### src/rtl/uart_pkg.sv
// Shared UART definitions: FSM state encoding, default bit timing, frame size.
// Latency: n/a (types and constants only).
// Backpressure: n/a.
package uart_pkg;

  // Receiver/transmitter state encoding, shared by both directions
  typedef enum logic [2:0] {
    ST_IDLE,
    ST_START,
    ST_DATA,
    ST_STOP,
    ST_BREAK
  } uart_state_t;

  // 50 MHz core clock / 115200 baud
  localparam int CLKS_PER_BIT_DEF = 434;

  // Data bits carried in one frame
  localparam int FRAME_DATA_BITS = 8;

  // Width of the per-bit cycle counter
  localparam int CLK_CNT_W = 9;

endpackage

### src/rtl/uart_rx_if.sv
// Byte-level output channel of the UART receiver plus its status pulses.
// Latency: n/a (wires only).
// Backpressure: consumer drives rx_ready; a byte moves when rx_valid && rx_ready.
interface uart_rx_if;
  import uart_pkg::*;

  logic [FRAME_DATA_BITS-1:0] rx_data;
  logic                       rx_valid;
  logic                       rx_ready;
  logic                       rx_frame_err;
  logic                       rx_overrun;
  logic                       rx_busy;

  // Receiver side: produces bytes and status
  modport master (
    output rx_data, rx_valid, rx_frame_err, rx_overrun, rx_busy,
    input  rx_ready
  );

  // Consumer side: takes bytes and watches status
  modport slave (
    input  rx_data, rx_valid, rx_frame_err, rx_overrun, rx_busy,
    output rx_ready
  );

endinterface

### src/rtl/uart_sync2.sv
// Two-flop synchronizer bringing an asynchronous level into the rx_clk domain.
// Latency: 2 rx_clk cycles.
// Backpressure: none; the input is sampled every cycle.
module uart_sync2 #(
  parameter logic RESET_VAL = 1'b1
) (
  input  logic rx_clk,
  input  logic rx_rst_n,
  input  logic async_in,
  output logic sync_out
);

  logic meta_q;

  // Shift the async level through two flops; both reset to the idle level
  always_ff @(posedge rx_clk or negedge rx_rst_n) begin
    if (!rx_rst_n) begin
      meta_q   <= RESET_VAL;
      sync_out <= RESET_VAL;
    end else begin
      meta_q   <= async_in;
      sync_out <= meta_q;
    end
  end

endmodule

### src/rtl/uart_rx.sv
// UART receiver: 8N1 frames, mid-bit sampling, one-byte holding register.
// Latency: byte presented the cycle after the stop bit is sampled (mid stop bit + 2-cycle sync).
// Backpressure: none on the line; a byte completing while one is still held is dropped and flagged.
module uart_rx
  import uart_pkg::*;
#(
  parameter int CLKS_PER_BIT = CLKS_PER_BIT_DEF,
  parameter int DATA_BITS    = FRAME_DATA_BITS
) (
  input  logic       rx_clk,
  input  logic       rx_rst_n,
  input  logic       rx_input,
  uart_rx_if.master  rx_if
);

  localparam logic [CLK_CNT_W-1:0] HALF_CNT = CLK_CNT_W'(CLKS_PER_BIT / 2 - 1);
  localparam logic [CLK_CNT_W-1:0] FULL_CNT = CLK_CNT_W'(CLKS_PER_BIT - 1);
  localparam logic [2:0]           LAST_BIT = 3'(DATA_BITS - 1);

  uart_state_t          state;
  logic [CLK_CNT_W-1:0] clk_count;
  logic [2:0]           bit_idx;
  logic [7:0]           shift_reg;
  logic                 rx_sync;
  logic                 byte_done;

  uart_sync2 #(
    .RESET_VAL (1'b1)
  ) u_sync (
    .rx_clk   (rx_clk),
    .rx_rst_n (rx_rst_n),
    .async_in (rx_input),
    .sync_out (rx_sync)
  );

  // A good stop bit at its sample point completes the byte in shift_reg
  assign byte_done = (state == ST_STOP) && (clk_count == FULL_CNT) && rx_sync;

  // Frame FSM: start detect, mid-bit sampling, stop check, break hold-off
  always_ff @(posedge rx_clk or negedge rx_rst_n) begin
    if (!rx_rst_n) begin
      state              <= ST_IDLE;
      clk_count          <= '0;
      bit_idx            <= '0;
      shift_reg          <= '0;
      rx_if.rx_frame_err <= 1'b0;
      rx_if.rx_busy      <= 1'b0;
    end else begin
      rx_if.rx_frame_err <= 1'b0;
      case (state)
        ST_IDLE: begin
          clk_count <= '0;
          bit_idx   <= '0;
          if (!rx_sync) begin
            state         <= ST_START;
            rx_if.rx_busy <= 1'b1;
          end
        end
        ST_START: begin
          if (clk_count == HALF_CNT) begin
            clk_count <= '0;
            bit_idx   <= '0;
            if (!rx_sync) begin
              state <= ST_DATA;
            end else begin
              // Line went back high before mid start bit: treat as noise
              state         <= ST_IDLE;
              rx_if.rx_busy <= 1'b0;
            end
          end else begin
            clk_count <= clk_count + 1'b1;
          end
        end
        ST_DATA: begin
          if (clk_count == FULL_CNT) begin
            clk_count          <= '0;
            shift_reg[bit_idx] <= rx_sync;
            if (bit_idx == LAST_BIT) begin
              bit_idx <= '0;
              state   <= ST_STOP;
            end else begin
              bit_idx <= bit_idx + 1'b1;
            end
          end else begin
            clk_count <= clk_count + 1'b1;
          end
        end
        ST_STOP: begin
          if (clk_count == FULL_CNT) begin
            clk_count <= '0;
            if (rx_sync) begin
              state         <= ST_IDLE;
              rx_if.rx_busy <= 1'b0;
            end else begin
              // Bad stop bit: drop the byte and wait out the low line
              rx_if.rx_frame_err <= 1'b1;
              shift_reg          <= '0;
              state              <= ST_BREAK;
            end
          end else begin
            clk_count <= clk_count + 1'b1;
          end
        end
        ST_BREAK: begin
          clk_count <= '0;
          if (rx_sync) begin
            state         <= ST_IDLE;
            rx_if.rx_busy <= 1'b0;
          end
        end
        default: begin
          state         <= ST_IDLE;
          clk_count     <= '0;
          bit_idx       <= '0;
          rx_if.rx_busy <= 1'b0;
        end
      endcase
    end
  end

  // Holding register: load on completion if empty or draining, else flag overrun
  always_ff @(posedge rx_clk or negedge rx_rst_n) begin
    if (!rx_rst_n) begin
      rx_if.rx_data    <= '0;
      rx_if.rx_valid   <= 1'b0;
      rx_if.rx_overrun <= 1'b0;
    end else begin
      rx_if.rx_overrun <= 1'b0;
      if (byte_done && (!rx_if.rx_valid || rx_if.rx_ready)) begin
        rx_if.rx_data  <= shift_reg;
        rx_if.rx_valid <= 1'b1;
      end else begin
        if (byte_done) begin
          rx_if.rx_overrun <= 1'b1;
        end
        if (rx_if.rx_valid && rx_if.rx_ready) begin
          rx_if.rx_valid <= 1'b0;
        end
      end
    end
  end

endmodule

### src/flat_wrapper.sv
// flat-port wrapper written by rule: the top's interface ports become plain ports
module uart_rx_flat import uart_pkg::*;
#(
  parameter int CLKS_PER_BIT = CLKS_PER_BIT_DEF,
  parameter int DATA_BITS    = FRAME_DATA_BITS
)
  (rx_clk, rx_rst_n, rx_input, rx_if_rx_data, rx_if_rx_valid, rx_if_rx_frame_err, rx_if_rx_overrun, rx_if_rx_busy, rx_if_rx_ready);
  uart_rx_if rx_if_i ();
  input  logic rx_clk;
  input  logic rx_rst_n;
  input  logic rx_input;
  output wire logic [$bits(rx_if_i.rx_data)-1:0] rx_if_rx_data;
  output wire logic [$bits(rx_if_i.rx_valid)-1:0] rx_if_rx_valid;
  output wire logic [$bits(rx_if_i.rx_frame_err)-1:0] rx_if_rx_frame_err;
  output wire logic [$bits(rx_if_i.rx_overrun)-1:0] rx_if_rx_overrun;
  output wire logic [$bits(rx_if_i.rx_busy)-1:0] rx_if_rx_busy;
  input wire logic [$bits(rx_if_i.rx_ready)-1:0] rx_if_rx_ready;
  assign rx_if_rx_data = rx_if_i.rx_data;
  assign rx_if_rx_valid = rx_if_i.rx_valid;
  assign rx_if_rx_frame_err = rx_if_i.rx_frame_err;
  assign rx_if_rx_overrun = rx_if_i.rx_overrun;
  assign rx_if_rx_busy = rx_if_i.rx_busy;
  assign rx_if_i.rx_ready = rx_if_rx_ready;
  uart_rx #(.CLKS_PER_BIT(CLKS_PER_BIT), .DATA_BITS(DATA_BITS)) u_core (.rx_clk(rx_clk), .rx_rst_n(rx_rst_n), .rx_input(rx_input), .rx_if(rx_if_i));
endmodule
### config.mk
export PLATFORM = sky130hd
export DESIGN_NAME = uart_rx_flat
export DESIGN_NICKNAME = d
export VERILOG_FILES = /design/src/rtl/uart_pkg.sv /design/src/rtl/uart_rx_if.sv /design/src/rtl/uart_sync2.sv /design/src/rtl/uart_rx.sv /design/src/flat_wrapper.sv
export SDC_FILE = /design/constraint.sdc
export NUM_CORES = 1
export LEC_CHECK = 0
export CAP_MARGIN = 20
export CORE_MARGIN = 3
export CORE_UTILIZATION = 64
export CTS_BUF_LIST = sky130_fd_sc_hd__clkbuf_4 sky130_fd_sc_hd__clkbuf_8
export DETAILED_ROUTE_END_ITERATION = 7
export HOLD_SLACK_MARGIN = 0.03
export PLACE_DENSITY = 0.91
export RECOVER_POWER = 50
export SYNTH_ARGS = -nofsm -noshare
export SYNTH_HDL_FRONTEND = slang
export SYNTH_HIERARCHICAL = 1
export SYNTH_SLANG_ARGS = --single-unit
### constraint.sdc
create_clock -name rx_clk -period 5.2 [get_ports rx_clk]
set_input_delay 0.78 -clock rx_clk [delete_from_list [all_inputs] [get_ports rx_clk]]
set_output_delay 0.78 -clock rx_clk [all_outputs]
set_load 0.01 [all_outputs]
==> flow_metrics.py, run 1 <==
metrics = {
    "die": {
        "die_x_um": 59.2,
        "die_y_um": 59.2,
        "start_util": 0.699,
        "coreArea_um2": 2590,
        "num_io_pins": 16,
        "rows": 18,
        "die_area_um2": 3500,
    },
    "synth": {
        "syn_inst": 171,
        "ys_seq_area_frac": 0.513,
        "synth_ff_type": "dfrtp_1",
        "ys_types": 40,
        "avgSynthCellArea_um2": 10.6,
        "ys_warn_count": 6,
        "async_flop_share": 1.00,
        "synth.net_count": 180,
        "ys_ff_latch": 37,
        "syn_area_um2": 1810,
        "synth_edf_count": 0,
    },
    "critical_path": {
        "end_kind": "asynchronous set/reset pin",
        "crit_buf_inv": 2,
        "reg2reg_to": "u_core/state[0]",
        "crit_type": "input port to asynchronous set/reset pin",
        "crit_fanout": 37,
        "cp.required_ns": 5.30,
        "reg2reg_slack_ns": 2.74,
        "startpoint_type": "input port",
        "cpPeakStageDelay_ns": 1.36,
        "critPathTopFamily": "buffers and inverters",
        "crit_chain": "dlygate4sd3_1 -> clkbuf_1",
        "ff2ff_path_depth": 6,
        "r2r-start": "u_core/clk_count[0]",
        "slowest_stage": "clkbuf_1",
        "cp.arrival_ns": 2.68,
    },
    "cells_and_area": {
        "layout_commonest_cell": "dfrtp_1",
        "insertedDiodeCount": 0,
        "layout_common_cells": "35 x dfrtp_1, 16 x nor2_1, 15 x o21ai_0",
        "syn_to_final_growth_pct": 12.5,
        "fin_nets": 191,
        "drive_above_1_share": 0.115,
        "largest_register_ffs": 9,
        "stdcell_count": 213,
    },
    "timing": {
        "skew_ns": 0.0103,
        "totalNegativeSetupSlack_ns": 0,
        "setup_viol": 0,
        "grt_setup_unrepaired": "false",
        "fmax_ghz": 0.387,
        "slew_violations": 38,
        "period_minus_slack_ns": 2.58,
        "slew_headroom": -0.270,
        "final.period_utilization": 0.497,
        "setup_ws_ns": 2.62,
        "hold_viol": 0,
        "whs_ns": 0.362,
        "tightest_slew_ns": 1.90,
    },
    "cts": {
        "clock_sinks": 37,
        "clkTransAtPathRegs_ns": 0.11,
        "post_cts_resized": 0,
        "postCtsSetupBuffers": 0,
        "cts_root_buf": "clkbuf_4",
        "numCtsBuffers": 5,
        "cts_buffer_depth": 2,
        "h-tree-depth": 2,
        "cts_hold_buf": 0,
        "clock_latency_ns": 0.35,
        "cts_tree": "built",
    },
    "power": {
        "power_frac_seq": 0.535,
        "pwr-share-clk": 0.450,
        "p_int_uw": 440,
        "switchingPower_uw": 103,
        "p_per_area_nw_per_um2": 267,
        "combPwrFrac": 0.015,
        "total_power_uw": 543,
        "sw_frac_of_total": 0.189,
        "total_leakage_power_uw": 0.000866,
        "peakVddDrop_mv": 0.331,
    },
    "worst_hold_path": {
        "hold_start": "u_core/u_sync/meta_q",
        "hp-class": "flip-flop to flip-flop",
        "worstHoldEndpoint": "u_core/u_sync/sync_out",
        "holdPathStages": 0,
    },
    "status": {
        "violations": "capacitance limit, slew limit",
        "status": "finished with violations",
    },
    "route": {
        "drt_iter0_markers": 71,
        "drc": 0,
        "drt_pass1_iterations": 4,
        "antenna_left": 0,
        "vias": 1322,
        "wl_um": 3390,
        "vias_per_cell": 6.21,
        "wl_per_cell_um": 15.9,
    },
    "global_routing": {
        "grt_max_degree": 38,
        "globalRouteOverflowTotal": 0,
        "antenna_found_initial": 0,
        "grt_pass1_wl_um": 5780,
        "grt_pass1_vias": 1308,
        "grt.total_usage": 0.224,
    },
    "place": {
        "pre_cts_ws_ns": 2.90,
        "dp.final_hpwl_um": 2440,
        "place.gp.congestion": 0.808,
        "portBuffers": 15,
        "dpl.cell_count": 205,
    },
    "run": {
        "cap_viol_max_count": 1,
    },
}
layout make-up:
cell class,count,area [µm²]
Inverter,5,18.8
Fill cell,167,554
Multi-Input combinational cell,117,795
Timing Repair Buffer,16,154
Tap cell,30,37.5
Sequential cell,37,928
Clock inverter,3,65.1
Clock buffer,5,37.5
power groups by stage:
stage / sequential [µW] / clock, µW / combinational, µW
3_5_place_dp: 296 / 0 / 9.25
5_1_grt: 291 / 260 / 9.45
4_1_cts: 290 / 250 / 9.27
6_report: 290 / 244 / 8.16
3_3_place_gp: 296 / 0 / 8.84
2_1_floorplan: 295 / 0 / 1.73
stage by stage:
| stage | utilization | area, µm² |
|---|---|---|
| after CTS | 0.793 | 2050 |
| after global routing | 0.786 | 2040 |
| after floorplan | - | 1810 |
| final | 0.786 | 2040 |
| after global placement | 0.753 | 1950 |
| after detailed placement | 0.753 | 1950 |
cells in the mapped netlist (all sizes together) (2+ instances only):
cell type	n	area share
inv	5	0.010
xor2	2	0.0097
o2bb2ai	3	0.015
a22oi	4	0.017
nand4	2	0.0069
nand3	3	0.0083
nand4b	2	0.0097
dfstp	2	0.029
nor2	16	0.033
dfrtp	35	0.48
nand2	8	0.017
clkbuf	10	0.021
a31oi	4	0.014
ha	5	0.035
o21ai	15	0.041
buf	2	0.0090
nor2b	4	0.014
xnor2	5	0.024
o21a	4	0.017
a21oi	3	0.0083
nor3b	2	0.0083
nand2b	5	0.017
mux2	9	0.056
o31ai	3	0.020
nor3	6	0.017
cell families (layout without fill, tap and decap cells):
family | count (synthesis) | in the layout | share of synthesized area
xor+xnor | 7 | 7 | 0.0339
fa+ha+maj | 5 | 5 | 0.0346
flops | 37 | 37 | 0.513
buf+inv | 17 | 29 | 0.0401
mux | 9 | 9 | 0.0560
simple gates | 56 | 56 | 0.172
compound gates | 40 | 40 | 0.151
worst max path at each step:
stage,startpoint,to,slack [ns],depth (start not counted)
final,rx_rst_n,u_core/clk_count[5],2.62,2
after global routing,rx_rst_n,u_core/clk_count[5],2.26,2
after CTS,u_core/clk_count[0],u_core/state[0],2.89,6
after detailed placement,rx_if_rx_ready,u_core/rx_if.rx_data[5],2.90,4
after global placement,rx_if_rx_ready,u_core/rx_if.rx_data[2],2.95,4
after floorplan,u_core/clk_count[0],u_core/state[0],3.17,7
per-layer routing:
metal | global-route usage | vias to the layer above | wire length, µm
met2 | 0.360 | 43 | 1740
met5 | 0 | - | 0
li1 | - | 629 | -
met1 | 0.268 | 641 | 1410
met4 | 0.107 | 0 | 69
met3 | 0.0784 | 9 | 177
Power figures use the tool's default switching activity.
==> run 2: changes to the inputs <==
--- a/config.mk
+++ b/config.mk
@@ -7,11 +7,11 @@
 export LEC_CHECK = 0
 export CAP_MARGIN = 20
 export CORE_MARGIN = 3
-export CORE_UTILIZATION = 64
+export CORE_UTILIZATION = 53
 export CTS_BUF_LIST = sky130_fd_sc_hd__clkbuf_4 sky130_fd_sc_hd__clkbuf_8
 export DETAILED_ROUTE_END_ITERATION = 7
 export HOLD_SLACK_MARGIN = 0.03
-export PLACE_DENSITY = 0.91
+export PLACE_DENSITY = 0.81
 export RECOVER_POWER = 50
 export SYNTH_ARGS = -nofsm -noshare
 export SYNTH_HDL_FRONTEND = slang
==> constraint.sdc (replaced) <==
create_clock -name rx_clk -period 2.1 [get_ports rx_clk]
set_input_delay 0.315 -clock rx_clk [delete_from_list [all_inputs] [get_ports rx_clk]]
set_output_delay 0.315 -clock rx_clk [all_outputs]
set_load 0.01 [all_outputs]
==> run 2 against run 1 <==
Clock power is 61% higher; the run now ends clean; worst hold slack hardly changed; via count is 0.23% higher; critical endpoint is now u_core/state[0]; highest routed layer unchanged.
==> flow_metrics.py, run 2 (synthesis gave the netlist of run 1 again) <==
metrics = {
    "status": {
        "status": "complete, no violations",
    },
    "die": {
        "start_util": 0.574,
        "die_y_um": 64.4,
        "num_io_pins": 16,
        "die_area_um2": 4150,
        "coreArea_um2": 3150,
        "rows": 20,
        "die_x_um": 64.4,
    },
    "timing": {
        "grt_setup_unrepaired": "false",
        "fmax_ghz": 0.508,
        "period_minus_slack_ns": 1.97,
        "slew_headroom": 0.422,
        "final.period_utilization": 0.937,
        "setup_viol": 0,
        "tightest_slew_ns": 0.868,
        "totalNegativeSetupSlack_ns": 0,
        "skew_ns": 0.0121,
        "hold_viol": 0,
        "whs_ns": 0.362,
        "slew_violations": 0,
    },
    "global_routing": {
        "antenna_found_initial": 0,
        "grt_max_degree": 38,
        "grt_pass1_wl_um": 5530,
        "globalRouteOverflowTotal": 0,
        "grt.total_usage": 0.173,
        "grt_pass1_vias": 1218,
    },
    "cells_and_area": {
        "fin_nets": 196,
        "nFillCells": 271,
        "layout_commonest_cell": "dfrtp_1",
        "syn_to_final_growth_pct": 14.3,
        "layout_common_cells": "35 x dfrtp_1, 16 x nor2_1, 15 x o21ai_0",
        "insertedDiodeCount": 0,
        "regArea_um2": 928,
        "multiInputGateArea_um2": 808,
        "largest_register_ffs": 9,
        "drive_above_1_share": 0.149,
    },
    "cts": {
        "cts_hold_buf": 0,
        "cts_buffer_depth": 2,
        "clkTransAtPathRegs_ns": 0.11,
        "cts_root_buf": "clkbuf_4",
        "clock_sinks": 37,
        "cts_tree": "built",
        "h-tree-depth": 2,
        "numCtsBuffers": 5,
        "clock_latency_ns": 0.34,
    },
    "place": {
        "place.gp.congestion": 0.883,
        "dp.final_hpwl_um": 2330,
        "portBuffers": 15,
    },
    "critical_path": {
        "crit_type": "flip-flop to flip-flop",
        "startpoint_type": "flip-flop",
        "cp.required_ns": 2.32,
        "crit_chain": "inv_1 -> ha_1 -> or4b_4 -> o31ai_4 -> o21a_1 -> mux2_1",
        "cp.arrival_ns": 2.19,
        "crit_fanout": 3,
        "slowest_stage": "or4b_4",
        "end_kind": "flip-flop",
        "cpPeakStageDelay_ns": 0.48,
    },
    "route": {
        "drt_iter0_markers": 35,
        "antenna_left": 0,
        "drt_pass1_iterations": 4,
        "vias_per_cell": 5.71,
        "wl_um": 3200,
        "wl_per_cell_um": 13.8,
        "vias": 1325,
        "drc": 0,
    },
    "power": {
        "p_per_area_nw_per_um2": 547,
        "total_leakage_power_uw": 0.000888,
        "peakVddDrop_mv": 0.378,
    },
    "run": {
        "cap_viol_max_count": 0,
    },
    "worst_hold_path": {
        "hp-class": "flip-flop to flip-flop",
    },
}
==> run 2: per-layer routing <==
metal | wire length [µm] | GRT usage
met1 | 1370 | 0.203
met2 | 1600 | 0.291
met5 | 0 | 0
met4 | 69 | 0.0686
met3 | 156 | 0.0589
==> run 2: layout make-up <==
cell class / instances / share of cell area
sequential: 37 / 0.449
multi-input combinational: 117 / 0.391
timing repair buffer: 21 / 0.0932
tap: 44 / 0.0266
clock buffer: 6 / 0.0248
inverter: 5 / 0.00907
clock inverter: 2 / 0.00665
==> run 2: worst max-delay path: cells and delay by family (launching register included) <==
family,cells,cell delay [ns]
buffers and inverters,1,0.09
adder cells (fa/ha/maj),1,0.14
multiplexers,1,0.33
AO/OA/AOI/OAI,2,0.42
flip-flops,1,0.41
AND/OR/NAND/NOR,1,0.48
==> run 2: what timing repair did <==
action                                  CTS  global route
endpoints found under the setup margin    0             1
resized for setup                         0             0
setup buffers                             0             1
==> run 2: per-stage QoR <==
stage / cell area [µm²] / instances / utilization / setup WS, ns / power [µW]
after detailed placement: 2000 / 223 / 0.634 / 0.0681 / 755
after global routing: 2070 / 232 / 0.656 / 0.0480 / 1180
after CTS: 2060 / 231 / 0.654 / 0.0315 / 1150
after floorplan: 1810 / 171 / - / 0.0705 / 734
final: 2070 / 232 / 0.656 / 0.133 / 1130
after global placement: 2000 / 223 / 0.634 / 0.162 / 755
==> run 2: final timing paths <==
path | startpoint | endpoint | slack (ns) | depth (start not counted)
hold / removal | u_core/u_sync/meta_q | u_core/u_sync/sync_out | 0.36 | 0
max in group asynchronous | rx_rst_n | u_core/clk_count[1] | 0.95 | 2
min in group asynchronous | rx_rst_n | u_core/rx_if.rx_frame_err | 0.61 | 2
hold reg to reg | u_core/u_sync/meta_q | u_core/u_sync/sync_out | 0.36 | 0
setup reg to reg | u_core/clk_count[1] | u_core/state[0] | 0.13 | 6
setup / recovery | u_core/clk_count[1] | u_core/state[0] | 0.13 | 6
==> run 2: power breakdown <==
part	internal, µW	total, µW	switching, µW	leakage [µW]
Combinational	5.94	20.1	14.2	0.000360
Sequential	716	719	3.35	0.000490
Clock	163	392	229	0.0000382
==> run 3: changes to the inputs <==
--- a/config.mk
+++ b/config.mk
@@ -5,6 +5,7 @@
 export SDC_FILE = /design/constraint.sdc
 export NUM_CORES = 1
 export LEC_CHECK = 0
+export ABC_CLOCK_PERIOD_IN_PS = 2100
 export CAP_MARGIN = 20
 export CORE_MARGIN = 3
 export CORE_UTILIZATION = 53
@@ -15,5 +16,4 @@
 export RECOVER_POWER = 50
 export SYNTH_ARGS = -nofsm -noshare
 export SYNTH_HDL_FRONTEND = slang
-export SYNTH_HIERARCHICAL = 1
 export SYNTH_SLANG_ARGS = --single-unit
==> run 3 against run 2 <==
Cell count is 3.9% lower; area after synthesis down 3.1%; clock power grew 32%; largest cell class unchanged.
==> flow_metrics.py, run 3 <==
metrics = {
    "cts": {
        "h-tree-depth": 2,
        "cts_buffer_depth": 2,
        "numCtsBuffers": 5,
        "clkTransAtPathRegs_ns": 0.10,
        "cts_root_buf": "clkbuf_4",
        "post_cts_resized": 0,
        "clock_sinks": 37,
        "cts_tree": "built",
        "clock_latency_ns": 0.34,
        "postCtsSetupBuffers": 0,
        "cts_hold_buf": 0,
    },
    "route": {
        "drt_iter0_markers": 27,
        "drt_pass1_iterations": 4,
        "wl_per_cell_um": 15.0,
        "vias_per_cell": 5.78,
        "wl_um": 3340,
        "drc": 0,
        "vias": 1289,
        "antenna_left": 0,
    },
    "synth": {
        "synthMostInstantiatedCell": "dfrtp_1",
        "ys_warn_count": 0,
        "ys_seq_area_frac": 0.530,
        "async_flop_share": 1.00,
        "synth_edf_count": 0,
        "ys_ff_latch": 37,
        "ys_types": 45,
        "synth_ff_type": "dfrtp_1",
        "synth.net_count": 172,
        "avgSynthCellArea_um2": 10.8,
        "yosysTopAreaCell": "dfrtp_1",
        "syn_area_um2": 1750,
        "synth.area.top_cells": "dfrtp_1 50%, mux2_2 4.5%, o21ai_0 4.3%, ha_1 3.6%, dfstp_2 3.0%",
        "synth_common_cells": "35 x dfrtp_1, 15 x o21ai_0, 13 x nor2_1, 7 x inv_1, 7 x mux2_2",
        "syn_inst": 163,
        "synth.top_cell.area_share": 0.500,
    },
    "die": {
        "coreArea_um2": 3100,
        "die_x_um": 63.5,
        "rows": 20,
        "num_io_pins": 16,
        "die_y_um": 63.5,
        "die_area_um2": 4030,
        "start_util": 0.565,
    },
    "timing": {
        "slew_violations": 0,
        "final.period_utilization": 0.913,
        "setup_viol": 0,
        "fmax_ghz": 0.521,
        "period_minus_slack_ns": 1.92,
        "slew_headroom": 0.405,
        "skew_ns": 0.00883,
        "hold_viol": 0,
        "grt_setup_unrepaired": "false",
        "tightest_slew_ns": 0.893,
        "totalNegativeSetupSlack_ns": 0,
        "setup_ws_ns": 0.182,
    },
    "global_routing": {
        "grt.total_usage": 0.191,
        "grt_pass1_wl_um": 5950,
        "grt_max_degree": 38,
        "grt_pass1_vias": 1247,
        "antenna_found_initial": 0,
        "globalRouteOverflowTotal": 0,
    },
    "power": {
        "p_per_area_nw_per_um2": 622,
        "peakVddDrop_mv": 0.554,
        "total_leakage_power_uw": 0.000893,
    },
    "place": {
        "dp.final_hpwl_um": 2330,
        "place.gp.congestion": 0.864,
        "dpl.cell_count": 215,
        "portBuffers": 15,
        "pre_cts_ws_ns": 0.211,
    },
    "cells_and_area": {
        "fin_util": 0.651,
        "layout_common_cells": "35 x dfrtp_1, 15 x o21ai_0, 13 x nor2_1",
        "syn_to_final_growth_pct": 15.3,
        "layout_commonest_cell": "dfrtp_1",
        "stdcell_count": 223,
        "drive_above_1_share": 0.123,
        "insertedDiodeCount": 0,
        "largest_register_ffs": 9,
        "fin_nets": 187,
    },
    "run": {
        "cap_viol_max_count": 0,
    },
    "critical_path": {
        "reg2reg_slack_ns": 0.18,
        "end_kind": "flip-flop",
        "crit_fanout": 7,
        "cp.arrival_ns": 2.14,
        "startpoint_type": "flip-flop",
        "cp.required_ns": 2.33,
        "crit_type": "flip-flop to flip-flop",
    },
    "worst_hold_path": {
        "hp-class": "flip-flop to flip-flop",
    },
    "status": {
        "status": "complete, no violations",
    },
}
[run 3: layer usage]
layer | part of all wire | vias up | track usage
met5 | 0 | - | 0
met4 | 0.016 | 0 | 0.0863
met3 | 0.049 | 7 | 0.0392
met2 | 0.52 | 42 | 0.342
met1 | 0.41 | 630 | 0.216
li1 | - | 610 | -
[run 3: cells by family (layout without fill, tap and decap cells)]
logic type	Yosys count	count (layout)	synth area share
flops	37	37	0.530
simple gates	53	53	0.171
mux	10	10	0.0642
buf+inv	16	32	0.0371
fa+ha+maj	6	6	0.0414
xor+xnor	7	7	0.0350
compound gates	34	34	0.121
[run 3: path summary, 6_finish.rpt]
kind | from | endpoint | depth (start not counted)
worst max-delay path | u_core.clk_count[2] | u_core.state[0] | 4
worst min-delay path | u_core.u_sync.meta_q | u_core.u_sync.sync_out | 0
worst max register to register | u_core.clk_count[2] | u_core.state[0] | 4
worst min register to register | u_core.u_sync.meta_q | u_core.u_sync.sync_out | 0
max in group asynchronous | rx_rst_n | u_core.bit_idx[2] | 2
min in group asynchronous | rx_rst_n | u_core.rx_if.rx_data[5] | 2
[run 3: cell type report]
cell class / count / area, µm²
Fill cell: 276 / 1080
Sequential cell: 37 / 928
Multi-Input combinational cell: 110 / 759
Timing Repair Buffer: 17 / 163
Clock buffer: 7 / 58.8
Tap cell: 44 / 55.1
Clock inverter: 1 / 30.0
Inverter: 7 / 26.3
[run 3: through the flow]
step | power (µW) | hold WS (ns) | area [µm²]
detailed placement | 756 | 0.348 | 1930
global route | 1310 | 0.367 | 2020
global placement | 756 | 0.347 | 1930
finish | 1260 | 0.362 | 2020
CTS | 1280 | 0.357 | 2020
floorplan | 735 | 0.0194 | 1750
[run 3: worst max-delay path, stage by stage (launching register included)]
cell	delay, ns
dfrtp_1	0.45
or4b_1	0.53
o21ai_1	0.24
a21boi_2	0.25
mux2_1	0.34
[run 3: where the power goes]
group	internal, µW	switching, µW	leakage (µW)
registers	716	2.92	0.000490
logic	6.25	15.6	0.000354
clock network	297	220	0.0000489
